<file path="src/rtl/fetch_pkg.sv">
// Shared fetch-sequencer types: the sequencer state encoding and the halt opcode.
package fetch_pkg;

  typedef enum logic [2:0] {
    BOOT,
    RUN,
    STALL,
    FLUSH,
    HALT
  } fetchState_e;

  localparam logic [10:0] HALT_OP = 11'h7FF;

endpackage

</file>
<file path="src/rtl/sat_counter.sv">
// Saturating up-counter: advances on each enabled edge and holds at all-ones.
module sat_counter #(
  parameter int WIDTH = 16
) (
  input  logic             clk,
  input  logic             reset,
  input  logic             enable,
  output logic [WIDTH-1:0] count
);

  always_ff @(posedge clk or negedge reset) begin
    if (!reset) begin
      count <= '0;
    end else if (enable && (count != {WIDTH{1'b1}})) begin
      count <= count + WIDTH'(1);
    end
  end

endmodule

</file>
<file path="src/rtl/fetch_sequencer.sv">
// Fetch sequencer: steers PC and IF/ID enables through boot, run, stall, flush and halt.
// Branch redirect and its mux selects are combinational in the cycle brReq is seen.
module fetch_sequencer
  import fetch_pkg::*;
#(
  parameter int FLUSH_CYCLES = 1,
  parameter int STALL_CNT_W  = 16
) (
  input  logic                   clk,
  input  logic                   reset,
  input  logic [10:0]            instrOp,
  input  logic                   brReq,
  input  logic                   brUncond,
  input  logic                   hazardStall,
  input  logic                   resume,
  output logic                   pcWrite,
  output logic                   BrTaken,
  output logic                   UncondBr,
  output logic                   ifIdWrite,
  output logic                   ifIdFlush,
  output logic                   fetchValid,
  output logic                   halted,
  output logic [31:0]            fetchCount,
  output logic [STALL_CNT_W-1:0] stallCount
);

  localparam logic [1:0] FLUSH_LOAD = 2'(FLUSH_CYCLES);

  fetchState_e state, nextState;
  logic [1:0]  flushCnt, nextFlushCnt;

  always_ff @(posedge clk or negedge reset) begin
    if (!reset) begin
      state      <= BOOT;
      flushCnt   <= 2'd0;
      fetchCount <= 32'd0;
    end else begin
      state    <= nextState;
      flushCnt <= nextFlushCnt;
      if (fetchValid) begin
        fetchCount <= fetchCount + 32'd1;
      end
    end
  end

  always_comb begin
    nextState    = state;
    nextFlushCnt = flushCnt;
    pcWrite      = 1'b0;
    BrTaken      = 1'b0;
    UncondBr     = 1'b0;
    ifIdWrite    = 1'b0;
    ifIdFlush    = 1'b0;
    fetchValid   = 1'b0;
    halted       = 1'b0;

    case (state)
      BOOT: begin
        ifIdFlush = 1'b1;
        nextState = RUN;
      end
      RUN: begin
        pcWrite    = 1'b1;
        ifIdWrite  = 1'b1;
        fetchValid = 1'b1;
        if (hazardStall) begin
          nextState = STALL;
        end else if (instrOp == HALT_OP) begin
          nextState = HALT;
        end
      end
      STALL: begin
        if (!hazardStall) begin
          nextState = RUN;
        end
      end
      FLUSH: begin
        pcWrite   = 1'b1;
        ifIdFlush = 1'b1;
        if (flushCnt <= 2'd1) begin
          nextState    = RUN;
          nextFlushCnt = 2'd0;
        end else begin
          nextFlushCnt = flushCnt - 2'd1;
        end
      end
      HALT: begin
        halted = 1'b1;
        if (resume) begin
          nextState = RUN;
        end
      end
      default: nextState = BOOT;
    endcase

    // A taken branch overrides stall/halt decisions and (re)starts the flush window.
    if (brReq && (state inside {RUN, STALL, FLUSH})) begin
      BrTaken      = 1'b1;
      UncondBr     = brUncond;
      pcWrite      = 1'b1;
      ifIdFlush    = 1'b1;
      nextState    = FLUSH;
      nextFlushCnt = FLUSH_LOAD;
    end
  end

  sat_counter #(
    .WIDTH(STALL_CNT_W)
  ) stallCounter (
    .clk   (clk),
    .reset (reset),
    .enable(state == STALL),
    .count (stallCount)
  );

endmodule

</file>
<file path="config.mk">
export PLATFORM = sky130hd
export DESIGN_NAME = fetch_sequencer
export DESIGN_NICKNAME = d
export VERILOG_FILES = /design/src/rtl/fetch_pkg.sv /design/src/rtl/sat_counter.sv /design/src/rtl/fetch_sequencer.sv
export SDC_FILE = /design/constraint.sdc
export NUM_CORES = 1
export LEC_CHECK = 0
export CAP_MARGIN = 15
export CORE_UTILIZATION = 50
export CTS_BUF_LIST = sky130_fd_sc_hd__clkbuf_4
export CTS_CLUSTER_DIAMETER = 30
export CTS_CLUSTER_SIZE = 25
export DETAILED_ROUTE_END_ITERATION = 10
export GPL_TIMING_DRIVEN = 0
export PLACE_DENSITY = 0.83
export SKIP_CTS_REPAIR_TIMING = 1
export SKIP_LAST_GASP = 1
export SYNTH_ARGS = -nofsm -noshare
export SYNTH_HDL_FRONTEND = slang
export SYNTH_SLANG_ARGS = --single-unit
</file>
<file path="constraint.sdc">
create_clock -name clk -period 2.4 [get_ports clk]
set_clock_uncertainty 0.2 [all_clocks]
set_input_delay 0.48 -clock clk [delete_from_list [all_inputs] [get_ports clk]]
set_output_delay 0.48 -clock clk [all_outputs]
set_load 0.02 [all_outputs]
</file>
==> run summary <==
via count -> 2203
Compound-Gate Fraction of Synth Area -> 0.0370
Seq/Total Area, Yosys -> 0.503
hold violation count in the final report -> 0
clock sinks -> 53
# nets final -> 351
clk slew on worst S/H paths -> 0.16 ns
Synth Instances -> 251
met1 GRT Util -> 0.277
FILL cells -> 409
critical path arrival -> 1.78 ns
Vias/cell -> 5.47
global route overflow -> 0
Mapped Area -> 2640 um^2
clk buf depth -> 2
Post-synth EDFFs -> 0
total wire length -> 5590 um
multi-input combinational cell area -> 1200 um^2
Initial Util -> 0.517
Final setup viols -> 1
yosys warns -> 0
f_max -> 407 MHz
core area -> 5110 um^2
Required @ worst endpoint -> 1.72 ns
share of the synthesized area in the top cell type -> 0.503
Synth Flop Type -> dfrtp_1
Die Ht -> 74.6 um
failing checks -> negative setup slack
Finished Layout Cells -> 403
sw frac -> 0.330
share of cells above drive strength 1 -> 0.0991
vias in the first global route -> 2135
dpl hpwl -> 4140 um
RSZ-0062 raised after global routing -> true
initial drt markers -> 83
max cap viols -> 0
synthesis-to-layout area growth -> 35.7%
first-pass GRT wire length -> 9430 um
Post-Synth XOR/XNOR Area -> 0.153
die width -> 74.6 um
Hold Path Class -> reg -> reg
min cycle time layout -> 2.46 ns
GRT Util Overall -> 0.218
post-synthesis adder-cell area fraction -> 0.00948
htree depth -> 2
clock power share -> 0.231
critical path type -> reg -> out
Final WS setup -> -0.0561 ns
Slew HR -> 0.514
clock root cell -> clkbuf_4
Synth Area in Simple Gates -> 0.249
Max FO, Critical Path -> 10
ANT cells -> 0
synthesis-stage register bit count -> 53
die area -> 5570 um^2
Leak -> 1.69 nW
GRT met2 Usage -> 0.369
IO Port Bufs -> 71
initial antenna violation count -> 0
CTS tree -> yes
clk_lat worst skew -> 0.37 ns
# IOs -> 72
top cells by count, synth -> dfrtp_1 (53), xor2_1 (34), nand2_1 (19)
area leader, netlist -> dfrtp_1
largest family of logic cells by synthesized area -> simple AND/OR/NAND/NOR gates
DRC Markers -> 0
Post-synth ARST share -> 1.00
top-count cell post-synth -> dfrtp_1
P_sw -> 0.872 mW
CTS Buf Count -> 5
Final Power -> 2.64 mW
largest net degree at the start of global routing -> 29
Syn Area/Cell -> 10.5 um^2
grt met3 use -> 0.0469
# rows -> 26
Worst-Margin Slew -> 0.723 ns
period utilization -> 1.02
Inst Count DP -> 393
Flop pwr share -> 0.431
crit start category -> register
mux cell area share after synthesis -> 0.00427
status -> finished with violations
Reg area -> 1330 um^2
internal power -> 1.77 mW
DRT antenna net count -> 0
max-slew violations -> 0
P per Cell Area -> 737 nW/um^2
synth top area cells -> dfrtp_1 (50%), xor2_1 (11%), xnor2_1 (4.0%), nand4_1 (3.1%), nor4_1 (3.1%)
synth unique cells -> 39
syn_nets -> 270
wire per inst -> 13.9 um
combinational power share -> 0.339
maximum vdd drop -> 0.546 mV
RePlAce Congestion -> 0.818
most used routing layer -> met2
1st-pass router iterations -> 4
Worst setup EP type -> output pin
==> routing by layer <==
metal,up-vias,share of wire,routed length [um]
met3,4,0.042,233
met4,0,0.0075,42
li1,1048,-,-
met1,1084,0.44,2480
met5,-,0,0
met2,67,0.51,2840
==> worst max-delay path: stages, from the launching register on <==
cell and delay (ns):
dfrtp_1 0.41, buf_2 0.18, or3_1 0.41, inv_1 0.09, and2_1 0.12, dlymetal6s2s_1 0.21
==> power groups by stage <==
stage                     combinational (mW)  clock [mW]  sequential [mW]
after floorplan                        0.423           0             1.24
after global placement                 0.862           0             1.15
after detailed placement               0.886           0             1.15
after CTS                              0.891       0.619             1.13
after global routing                   0.971       0.646             1.16
final                                  0.893       0.609             1.14
==> flip-flops by register name, indices dropped and copies added, names as in the netlist <==
name and flops:
state 3, flushCnt 2, fetchCount 32, stallCounter.count 16
==> stage by stage <==
step                      hold slack [ns]   util  cell area (um^2)  setup slack [ns]  TNS (ns)
final                               0.281  0.701              3580           -0.0561   -0.0561
after global routing                0.304  0.701              3580            -0.152    -0.170
after CTS                         -0.0980  0.696              3550            -0.681     -3.24
after detailed placement            0.260  0.676              3450            -0.671     -2.15
after global placement              0.256  0.673              3440            -0.896    -49.38
after floorplan                   -0.0156      -              2640             0.300         0
==> cells by family after synthesis <==
| logic type | count (synthesis) |
|---|---|
| compound gates | 16 |
| xor+xnor | 46 |
| fa+ha+maj | 2 |
| buf+inv | 20 |
| flops | 53 |
| mux | 1 |
| simple gates | 113 |
==> final timing paths <==
path                                             from                    endpoint  slack, ns  depth (start not counted)
min in group asynchronous                       reset   fetchCount[6]$_DFFE_PN0N_       0.42                          2
hold / removal             fetchCount[31]$_DFFE_PN0N_  fetchCount[31]$_DFFE_PN0N_       0.28                          1
setup / recovery                 state[2]$_DFFE_PN0P_                    UncondBr      -0.06                          5
max in group asynchronous                       reset   fetchCount[8]$_DFFE_PN0N_       1.01                          3
hold reg to reg            fetchCount[31]$_DFFE_PN0N_  fetchCount[31]$_DFFE_PN0N_       0.28                          1
setup reg to reg            fetchCount[4]$_DFFE_PN0N_  fetchCount[29]$_DFFE_PN0N_       0.15                          6
==> cell usage in the layout, fill, tap and decap left out, types with 2 or more instances in the layout <==
cell type,count
a21oi_1,5
and2_1,2
and3_1,2
and4_1,5
buf_2,5
buf_4,4
buf_6,4
bufinv_16,2
clkbuf_4,5
clkdlybuf4s50_1,62
dfrtp_1,53
dlymetal6s2s_1,5
ha_1,2
inv_1,9
nand2_1,19
nand3_1,14
nand4_1,13
nor2_1,10
nor2b_1,4
nor3_1,16
nor4_1,13
nor4_2,3
nor4b_1,2
o21ai_0,4
o22ai_1,2
or3_1,2
xnor2_1,12
xor2_1,34
==> final cells by class <==
| cell class | instances | share of cell area |
|---|---|---|
| clock inverter | 3 | 0.0182 |
| tap | 70 | 0.0245 |
| inverter | 10 | 0.0119 |
| timing repair buffer | 75 | 0.210 |
| buffer | 9 | 0.0199 |
| multi-input combinational | 178 | 0.335 |
| clock buffer | 5 | 0.0105 |
| sequential | 53 | 0.370 |
(Power assumes the default switching activity.)
